[src/rtl/xor_pkg.sv]
// Shared word width, count width, default accumulator width and the state type
// used by the XOR popcount accumulator.
package xor_pkg;

    localparam int WORD_W    = 16;
    localparam int CNT_W     = 5;
    localparam int ACC_W_DEF = 16;

    typedef enum logic [1:0] {
        ST_ACC   = 2'd0,
        ST_FLUSH = 2'd1,
        ST_HOLD  = 2'd2
    } state_e;

endpackage

[src/rtl/popcount16.sv]
// Combinational population count of one 16-bit mismatch word.
module popcount16
    import xor_pkg::*;
(
    input  logic [WORD_W-1:0] data_i,
    output logic [CNT_W-1:0]  count_o
);

    // Sum the set bits of the word.
    always_comb begin
        count_o = {CNT_W{1'b0}};
        for (int i = 0; i < WORD_W; i++) begin
            count_o = count_o + CNT_W'(data_i[i]);
        end
    end

endmodule

[src/rtl/xor_popcount_acc.sv]
// Accumulates mismatch popcounts over a multi-beat vector and presents the
// binarized dot product (bits - 2*mismatches) with saturation and handshake.
module xor_popcount_acc
    import xor_pkg::*;
#(
    parameter int ACC_W = ACC_W_DEF
) (
    input  logic                    clk,
    input  logic                    rst,
    input  logic                    in_valid,
    output logic                    in_ready,
    input  logic [WORD_W-1:0]       in_xor,
    input  logic                    in_last,
    output logic                    out_valid,
    input  logic                    out_ready,
    output logic signed [ACC_W:0]   out_dot,
    output logic [ACC_W-1:0]        out_bits,
    output logic                    out_ovf
);

    localparam logic [ACC_W-1:0] ACC_MAX   = {ACC_W{1'b1}};
    localparam logic [ACC_W-1:0] WORD_BITS = ACC_W'(WORD_W);

    state_e             state_q, state_d;
    logic [CNT_W-1:0]   pc_s, pc_q, pc_d;
    logic               s1_valid_q, s1_valid_d;
    logic [ACC_W-1:0]   mism_q, mism_d;
    logic [ACC_W-1:0]   bits_q, bits_d;
    logic               ovf_q, ovf_d;
    logic               accept_s;
    logic               hold_s;
    logic [ACC_W:0]     mism_sum_s;
    logic [ACC_W:0]     bits_sum_s;
    logic [ACC_W:0]     dot_s;

    // Returns {saturated, value}; clamps to all-ones on carry out.
    function automatic logic [ACC_W:0] sat_add(input logic [ACC_W-1:0] a,
                                               input logic [ACC_W-1:0] b);
        logic [ACC_W:0] sum;
        sum = {1'b0, a} + {1'b0, b};
        if (sum[ACC_W]) begin
            sat_add = {1'b1, ACC_MAX};
        end else begin
            sat_add = sum;
        end
    endfunction

    popcount16 u_popcount (
        .data_i  (in_xor),
        .count_o (pc_s)
    );

    assign in_ready   = (state_q == ST_ACC);
    assign hold_s     = (state_q == ST_HOLD);
    assign out_valid  = hold_s;
    assign accept_s   = in_valid && in_ready;
    assign mism_sum_s = sat_add(mism_q, ACC_W'(pc_q));
    assign bits_sum_s = sat_add(bits_q, WORD_BITS);

    // Modular subtraction is exact here: the result always fits ACC_W+1 signed bits.
    assign dot_s    = {1'b0, bits_q} - {mism_q, 1'b0};
    assign out_dot  = hold_s ? dot_s  : {(ACC_W+1){1'b0}};
    assign out_bits = hold_s ? bits_q : {ACC_W{1'b0}};
    assign out_ovf  = hold_s ? ovf_q  : 1'b0;

    // Next-state: stage-1 capture, saturating accumulation and the ACC/FLUSH/HOLD flow.
    always_comb begin
        state_d    = state_q;
        pc_d       = pc_q;
        s1_valid_d = accept_s;
        mism_d     = mism_q;
        bits_d     = bits_q;
        ovf_d      = ovf_q;

        if (accept_s) begin
            pc_d = pc_s;
        end else begin
            pc_d = pc_q;
        end

        if (s1_valid_q) begin
            mism_d = mism_sum_s[ACC_W-1:0];
            bits_d = bits_sum_s[ACC_W-1:0];
            ovf_d  = ovf_q | mism_sum_s[ACC_W] | bits_sum_s[ACC_W];
        end else begin
            mism_d = mism_q;
            bits_d = bits_q;
            ovf_d  = ovf_q;
        end

        case (state_q)
            ST_ACC: begin
                if (accept_s && in_last) begin
                    state_d = ST_FLUSH;
                end else begin
                    state_d = ST_ACC;
                end
            end
            ST_FLUSH: begin
                state_d = ST_HOLD;
            end
            ST_HOLD: begin
                // Stage 1 is empty in HOLD, so the clear cannot collide with an add.
                if (out_ready) begin
                    state_d = ST_ACC;
                    mism_d  = {ACC_W{1'b0}};
                    bits_d  = {ACC_W{1'b0}};
                    ovf_d   = 1'b0;
                end else begin
                    state_d = ST_HOLD;
                end
            end
            default: begin
                state_d = ST_ACC;
            end
        endcase
    end

    // State, stage-1 and accumulator registers.
    always_ff @(posedge clk or posedge rst) begin
        if (rst) begin
            state_q    <= ST_ACC;
            pc_q       <= {CNT_W{1'b0}};
            s1_valid_q <= 1'b0;
            mism_q     <= {ACC_W{1'b0}};
            bits_q     <= {ACC_W{1'b0}};
            ovf_q      <= 1'b0;
        end else begin
            state_q    <= state_d;
            pc_q       <= pc_d;
            s1_valid_q <= s1_valid_d;
            mism_q     <= mism_d;
            bits_q     <= bits_d;
            ovf_q      <= ovf_d;
        end
    end

endmodule

[config.mk]
export PLATFORM = sky130hd
export DESIGN_NAME = xor_popcount_acc
export DESIGN_NICKNAME = d
export VERILOG_FILES = /design/src/rtl/xor_pkg.sv /design/src/rtl/popcount16.sv /design/src/rtl/xor_popcount_acc.sv
export SDC_FILE = /design/constraint.sdc
export NUM_CORES = 1
export LEC_CHECK = 0
export ABC_AREA = 1
export CORE_AREA = 2 2 100 102
export CTS_BUF_LIST = sky130_fd_sc_hd__clkbuf_4
export DETAILED_ROUTE_END_ITERATION = 10
export DIE_AREA = 0 0 102 104
export GPL_TIMING_DRIVEN = 1
export PLACE_DENSITY = 0.68
export SYNTH_ARGS = -nofsm -noshare
export SYNTH_HDL_FRONTEND = slang
export SYNTH_HIERARCHICAL = 1
export SYNTH_SLANG_ARGS = --single-unit
[constraint.sdc]
create_clock -name clk -period 2.9 [get_ports clk]
set_clock_uncertainty 0.2 [all_clocks]
set_input_delay 0.725 -clock clk [delete_from_list [all_inputs] [get_ports clk]]
set_output_delay 0.725 -clock clk [all_outputs]
set_load 0.01 [all_outputs]
==> flow_summary.toml, run 1 <==
[outcome]
status = "finished, violations left"
violations = "setup timing"

[setup_path]
required_ns = 2.95
critPathMaxFanout = 2
r2r-end = "mism_q[7]"
critPathCaptureType = "flip-flop"
rrSetupSlack_ns = 0.64
worst-endpoint-arrival_ns = 3.65
r2r-start = "mism_q[0]"
start_kind = "primary input"
criticalPathCategory = "primary input to flip-flop"
r2r_cells = 11

[placement]
port_buffers = 56
pre_cts_ws_ns = -1.60
dp_hpwl_um = 7810
placed_cells = 814
gp_congestion = 0.936

[cells_and_area]
fin_cells = 839
final_nets = 764
layout_common_cells = "122 x nand2_1, 88 x inv_1, 74 x buf_4"
final_common_cell = "nand2_1"
drive_gt1_share_pct = 32.4
final_util_pct = 57.8
areaGrowthSynthToFinish_pct = 47.1
antenna_cells = 0

[timing]
drv_slew = 0
worst_pin_slew_ns = 0.572
clock.fmax_mhz = 278
slew_headroom_pct = 61.9
finalCritPeriodShare_pct = 124
setup_viol = 12
finalHoldViolCount = 0
rsz0062_at_grt = "true"
fin_tns_setup_ns = -3.61
fin_crit_ns = 3.60
setup_slack_ns = -0.701

[die]
die_area_mm2 = 0.0106
die_w_um = 102
rows = 36
ios = 57
core_mm2 = 0.00955
die_height_um = 104
floorplan.initialDensity_pct = 39.3

[logic_synthesis]
yosysUniqueCellTypes = 32
yosysTopAreaCellShare_pct = 27.3
yosys_warnings = 6
syn_nets = 631
synth_edf_count = 0
avgSynthCellArea_um2 = 6.57
synthCells = 572
ys_top_cells_by_area = "dfrtp_1 27%, nand2_1 16%, inv_1 11%"
synthArstFlopShare_pct = 100
ys_seq_elements = 41
syn-cell-area_mm2 = 0.00376
synth_top_cell_by_area = "dfrtp_1"
synth_flop_cell = "dfrtp_1"
synth-seq-area-share_pct = 27.3

[run]
drv_cap = 0

[clock_network]
clock-root-buffer = "clkbuf_4"
cts_made_buffers = 5
cts_max_path_buffers = 2
htree_levels = 2
cts_tree = "done"
cts_hold_buf = 0
clk_pin_slew_ns = 0.13
clock-sinks = 41
clk_latency_ns = 0.35

[power]
p_leak_uw = 0.00284
pwr_density_cell_mw_per_mm2 = 889
finalPower_uw = 4910
max-vdd-ir-drop_mv = 0.523

[drt]
routed_wl_um = 10700
wl_per_cell_um = 12.8
vias_per_cell = 4.87
ant_nets = 0
drt_iter0_markers = 222
via_count = 4088
drc = 0
first_pass_iters = 5

[min_path]
holdPathEnd = "pc_q[4]"
hold_start = "pc_q[4]"
worstHoldPathType = "flip-flop to flip-flop"
min_path_cells = 2

[global_route]
grt_pass1_vias = 3934
grt_pass1_wl_um = 18100
antenna_found_initial = 0
grt_overflow_total = 0
grt_max_degree = 42
track_usage_pct = 20.6
==> cell usage after synthesis (all sizes together) (2+ instances only) <==
| library cell | n |
|---|---|
| and2 | 2 |
| a21oi | 38 |
| or2 | 2 |
| nor2 | 70 |
| nor3 | 8 |
| nand4 | 8 |
| xnor2 | 3 |
| nand2 | 160 |
| inv | 114 |
| o21ai | 18 |
| a31oi | 7 |
| ha | 26 |
| dfrtp | 41 |
| nand3 | 45 |
| xor2 | 4 |
| buf | 9 |
| fa | 12 |
==> through the flow <==
stage                     instance area [µm²]  hold WS, ns
final                                    5520        0.309
after global routing                     5520        0.356
after global placement                   4920        0.285
after floorplan                          3780        0.255
after CTS                                5220        0.313
after detailed placement                 4920        0.283
==> logic make-up (layout without fill, tap and decap cells) <==
logic type,count (synthesis),in the layout,share of synthesized area (%)
XOR/XNOR,7,7,1.63
flip-flops,41,41,27.3
buffers and inverters,124,258,12.9
adder cells (fa/ha/maj),38,38,15.1
AO/OA/AOI/OAI,65,65,8.99
AND/OR/NAND/NOR,297,297,34.1
==> critical path, stage by stage <==
cell and delay, ns:
buf_6 0.07, inv_2 0.03, fa_1 0.54, fa_1 0.44, fa_1 0.53, fa_1 0.42
inv_2 0.08, ha_4 0.13, inv_2 0.03, fa_2 0.52, inv_2 0.03, nand2_2 0.05
nand2_1 0.04
==> layer usage <==
metal | track usage, % | routed length [µm] | vias to the layer above
li1 | - | - | 2052
met1 | 29.0 | 4680 | 1916
met2 | 34.0 | 5420 | 110
met3 | 3.09 | 518 | 10
met4 | 2.86 | 93 | 0
met5 | 0 | 0 | -
==> area by class of cell <==
class	instances	area, µm²
Fill cell	895	4030
Clock buffer	6	45.0
Inverter	114	440
Sequential cell	41	1030
Tap cell	133	166
Timing Repair Buffer	136	1110
Multi-Input combinational cell	407	2730
Clock inverter	2	10.0
==> where the power goes <==
group	internal, µW	total (µW)	switching, µW
Combinational	1740	3780	2040
Sequential	703	832	129
Clock	102	296	194
==> registers in the layout, indices dropped and copies added, names as in the netlist <==
name        count
bits_q         16
mism_q         16
ovf_q           1
pc_q            5
s1_valid_q      1
state_q         2
==> worst max path at each step <==
stage	startpoint	end	slack [ns]	depth (start not counted)
finish	in_xor[15]	pc_q[1]	-0.70	13
global route	in_xor[15]	pc_q[1]	-0.78	13
CTS	in_xor[3]	pc_q[1]	-0.76	13
detailed placement	in_xor[11]	pc_q[1]	-1.60	13
global placement	in_xor[11]	pc_q[1]	-1.56	13
floorplan	in_xor[11]	pc_q[1]	-0.91	12
==> timing repair <==
action	CTS	global route
pin swaps	21	48
setup buffers	8	11
endpoints found under the hold margin	0	0
resized for setup	150	71
endpoints found under the setup margin	20	20
Power figures use the tool's default switching activity.
==> inputs of run 2 (changes only) <==
Settings changed: ABC_AREA 1 to unset, CORE_AREA 2 2 100 102 to 2 2 97 99, DIE_AREA 0 0 102 104 to 0 0 99 101, GPL_ROUTABILITY_DRIVEN set to 0, PLACE_DENSITY 0.68 to 0.69.
==> run 2 against run 1 <==
Net effect:
- the flow still finishes with violations (setup timing)
- utilization decreased by 0.27 points
- via count fell by 16%
- worst setup slack lost 0.13 ns
- critical path type unchanged
- critical endpoint unchanged
==> flow_summary.toml, run 2 <==
[logic_synthesis]
ys_top_cells_by_area = "dfrtp_1 29%, ha_1 9.2%, fa_1 6.8%"
ys_seq_elements = 41
synth_flop_cell = "dfrtp_1"
synth-seq-area-share_pct = 29.1
yosysUniqueCellTypes = 53
yosys_warnings = 6
synthTopCellsByCount = "51 x inv_1, 41 x dfrtp_1, 33 x nor2_1"
yosysMostFrequentCell = "inv_1"
yosysTopAreaCellShare_pct = 29.1
syn_nets = 459
synthArstFlopShare_pct = 100
syn-cell-area_mm2 = 0.00353
synth_top_cell_by_area = "dfrtp_1"
avgSynthCellArea_um2 = 8.82
synthCells = 400
synth_edf_count = 0

[die]
floorplan.initialDensity_pct = 39.3
rows = 35
ios = 57
core_mm2 = 0.00898
die_area_mm2 = 0.0100
die_w_um = 99
die_height_um = 101

[global_route]
grt_pass1_wl_um = 16100
grt_overflow_total = 0
track_usage_pct = 20.1
grt_pass1_vias = 3489
antenna_found_initial = 0
grt_max_degree = 42

[min_path]
hold_start = "bits_q[0]"
worstHoldPathType = "flip-flop to flip-flop"
holdPathEnd = "bits_q[0]"
min_path_cells = 2

[cells_and_area]
final_nets = 602
largestRegisters = "bits_q x16, mism_q x16, pc_q x5"
layout_common_cells = "86 x buf_4, 41 x dfrtp_1, 35 x inv_1"
areaGrowthSynthToFinish_pct = 46.5
fill_cells = 780
final_common_cell = "buf_4"
drive_gt1_share_pct = 37.6
antenna_cells = 0
final_cell_area_mm2 = 0.00517
final_util_pct = 57.6

[clock_network]
clk_latency_ns = 0.36
cts_max_path_buffers = 2
cts_made_buffers = 5
htree_levels = 2
clock-root-buffer = "clkbuf_4"
clk_pin_slew_ns = 0.13
cts_tree = "done"
clock-sinks = 41

[timing]
fin_crit_ns = 3.73
whs_ns = 0.318
rsz0062_at_grt = "true"
slew_headroom_pct = 63.5
drv_slew = 0
finalHoldViolCount = 0
worst_pin_slew_ns = 0.547
setup_viol = 17
clock.fmax_mhz = 268
setup_slack_ns = -0.828
finalCritPeriodShare_pct = 129

[drt]
wl_per_cell_um = 14.9
first_pass_iters = 4
drt_iter0_markers = 100
via_count = 3453
vias_per_cell = 5.28
routed_wl_um = 9770
drc = 0
ant_nets = 0

[setup_path]
r2r_cells = 8
worst-endpoint-arrival_ns = 3.78
start_kind = "primary input"
r2r-start = "mism_q[0]"
critPathBufInv = 5
r2r-end = "mism_q[14]"
criticalPathCategory = "primary input to flip-flop"
required_ns = 2.96
rrSetupSlack_ns = 0.21
slowest_delay_ns = 0.56
crit_path_cell_trace = "buf_6 -> inv_2 -> fa_1 -> fa_1 -> fa_1 -> fa_1 -> inv_2 -> ha_4 -> inv_2 -> fa_2 -> inv_2 -> mux2_4"
critPathMaxFanout = 2
cpLargestDelayFamily = "adder cells"
cp_slowest_cell = "fa_1"
critPathCaptureType = "flip-flop"

[outcome]
status = "finished, violations left"
violations = "setup timing"

[power]
pwr_density_cell_mw_per_mm2 = 939
p_leak_uw = 0.00257
max-vdd-ir-drop_mv = 0.473

[placement]
pre_cts_ws_ns = -1.72
dp_hpwl_um = 6970
placed_cell_area_mm2 = 0.00474
port_buffers = 56

[run]
drv_cap = 0
-- run 2: per-layer routing --
metal	up-vias	global-route usage (%)	part of all wire (%)
met5	-	0	0
met4	0	6.85	2.6
met3	26	3.88	3.6
met2	82	35.2	51
met1	1683	24.7	43
li1	1662	-	-
-- run 2: worst max path at each step --
stage | startpoint | endpoint | cells past startpoint
after floorplan | in_xor[11] | pc_q[1] | 11
after global placement | in_xor[11] | pc_q[1] | 12
after detailed placement | in_xor[11] | pc_q[1] | 12
after CTS | in_xor[3] | pc_q[1] | 12
after global routing | in_xor[5] | pc_q[1] | 12
final | in_xor[5] | pc_q[1] | 12
-- run 2: tightest hold or removal path: stages (launching register included) --
cell and delay (ns):
dfrtp_1 0.36, nor2_1 0.05, nor2_1 0.08
-- run 2: repair_timing --
action	in CTS	in global routing
pin swaps	34	38
hold buffers	0	0
endpoints found under the setup margin	34	32
buffers inserted	14	12
hold endpoints to repair	0	0
resized for setup	131	40
-- run 2: stage by stage --
| stage | instances | power [µW] | TNS, ns |
|---|---|---|---|
| 6_report | 654 | 4850 | -8.90 |
| 5_1_grt | 654 | 5210 | -10.54 |
| 4_1_cts | 647 | 4550 | -9.25 |
| 3_5_place_dp | 627 | 3750 | -12.60 |
| 3_3_place_gp | 627 | 3660 | -11.94 |
| 2_1_floorplan | 400 | 2690 | -4.62 |
-- run 2: area by class of cell --
class                   count  area, µm²  share of cell area, %
inverters                  51        199                   3.85
well taps                 111        139                   2.69
repair buffers            153       1270                   24.6
clock inverters             1       3.75                 0.0726
multi-input cells         291       2490                   48.1
flip-flops and latches     41       1030                   19.8
clock buffers               6       45.0                  0.871
-- run 2: kinds of logic after synthesis --
family                   Yosys count  share of synthesized area (%)
flip-flops                        41                           29.1
adder cells (fa/ha/maj)           38                           16.0
buffers and inverters             68                           8.16
XOR/XNOR                          27                           6.70
multiplexers                       6                           1.88
AO/OA/AOI/OAI                     92                           18.9
AND/OR/NAND/NOR                  128                           19.2
-- run 2: report_power, final --
part	internal, µW	switching [µW]	total (µW)
logic	1950	1800	3750
registers	700	108	808
clock network	97.8	196	294
total	2750	2110	4850
==> variant, RTL diff (settings of run 1) <==
Set the package constant `WORD_W` to 18 (it was 16).
--- a/src/rtl/xor_pkg.sv
+++ b/src/rtl/xor_pkg.sv
@@ -2,7 +2,7 @@
 // used by the XOR popcount accumulator.
 package xor_pkg;
 
-    localparam int WORD_W    = 16;
+    localparam int WORD_W    = 18;
     localparam int CNT_W     = 5;
     localparam int ACC_W_DEF = 16;
 
Interface: changed (resized in_xor); port bits go from 57 to 59. No check against the original RTL was run, so the function may have changed too.
==> variant against run 1 <==
The run still ends with negative setup slack left; total power rose by 9.0%; area after synthesis rose by 6.7%; critical path type unchanged; worst setup slack got worse by 0.43 ns; wire length rose by 10%; sequential power barely moved; sequential cell count did not move; largest cell class unchanged; cell area rose by 8.4%.
==> variant: results (changes against run 1) <==
share of layout cells above drive strength 1 33.2% (was 32.4%); top post-synthesis cells by count nand2_1 (162), inv_1 (128), nor2_1 (65) (was nand2_1 (157), inv_1 (113), nor2_1 (65)); met3 WL 421 um (was 518 um); failing checks negative setup slack (unchanged); Synth Area in Adders 16.0% (was 15.1%); Unique masters post-synth 34 (was 32); net count after synthesis 677 (was 631); status finished, violations left (unchanged); Critical Path AT 4.09 ns (was 3.65 ns); vias 4,400 (was 4,088); P_leak 3.36 nW (was 2.84 nW); slowest stage delay, CP 0.57 ns (was 0.54 ns); met2 WL 5910 um (was 5420 um); nets 830 (was 764); Iter 0 DRT Violations 255 (was 222); HP Start pc_q[0] (was pc_q[4]); wire length of the first global-routing pass 18,600 um (was 18,100 um); vias in the first global route 4,143 (was 3,934); Tot GR Track Use 21.2% (was 20.6%); M3 GR Usage 2.49% (was 3.09%); Flop+latch power 0.829 mW (was 0.832 mW); PortBufs 58 (was 56); fillcell total 851 (was 895); Slew Limit Headroom 62.8% (was 61.9%); GPL Wtd Cong 0.855 (was 0.936); post-synthesis compound-gate area fraction 9.02% (was 8.99%); final worst setup slack -1.13 ns (was -0.701 ns); # setup viols final 15 (was 12); Setup crit start in_xor[1] (was in_xor[15])
-- variant: cell types whose count changed after synthesis, sizes merged, moves of 3 or more --
cell,before,now
a31oi,7,2
inv,114,131
nand2,160,166
o21ai,18,27
a21oi,38,33
ha,26,29
o21bai,1,6
nand3,45,53
-- variant: per-stage QoR --
stage | TNS, ns | setup WS, ns | instances | cell area (um^2) | util, %
2_1_floorplan | -5.93 | -1.35 | 611 | 4040 | -
3_5_place_dp | -11.88 | -2.02 | 864 | 5270 | 55.2
5_1_grt | -7.78 | -1.23 | 898 | 5990 | 62.7
3_3_place_gp | -11.23 | -2.01 | 864 | 5270 | 55.2
4_1_cts | -6.60 | -1.32 | 881 | 5570 | 58.4
6_report | -5.99 | -1.13 | 898 | 5990 | 62.7
-- variant: kinds of logic after synthesis --
| logic type | after synthesis |
|---|---|
| flops | 41 |
| xor+xnor | 8 |
| fa+ha+maj | 43 |
| compound gates | 68 |
| simple gates | 309 |
| buf+inv | 142 |
-- variant: worst paths after layout --
check                            endpoint  slack, ns
worst max-delay path              pc_q[1]      -1.13
worst min-delay path              pc_q[0]       0.31
worst max register to register  mism_q[1]       0.51
worst min register to register    pc_q[0]       0.31
max in group asynchronous         pc_q[3]       1.52
min in group asynchronous       bits_q[0]       0.59
-- variant: area by class of cell --
type	instances	area, um^2	share of cell area, %
multi-input cells	428	2940	49.1
repair buffers	154	1270	21.2
flip-flops and latches	41	1030	17.1
inverters	132	515	8.61
well taps	133	166	2.78
clock buffers	5	37.5	0.627
clock inverters	3	17.5	0.293
repair inverters	2	15.0	0.251
-- variant: what timing repair did --
| item | 4_1_cts | 5_1_grt |
|---|---|---|
| cloned | 0 | 2 |
| pin swaps | 30 | 48 |
| setup endpoints to repair | 20 | 39 |
| buffers inserted | 9 | 15 |
| gates resized for setup | 158 | 89 |
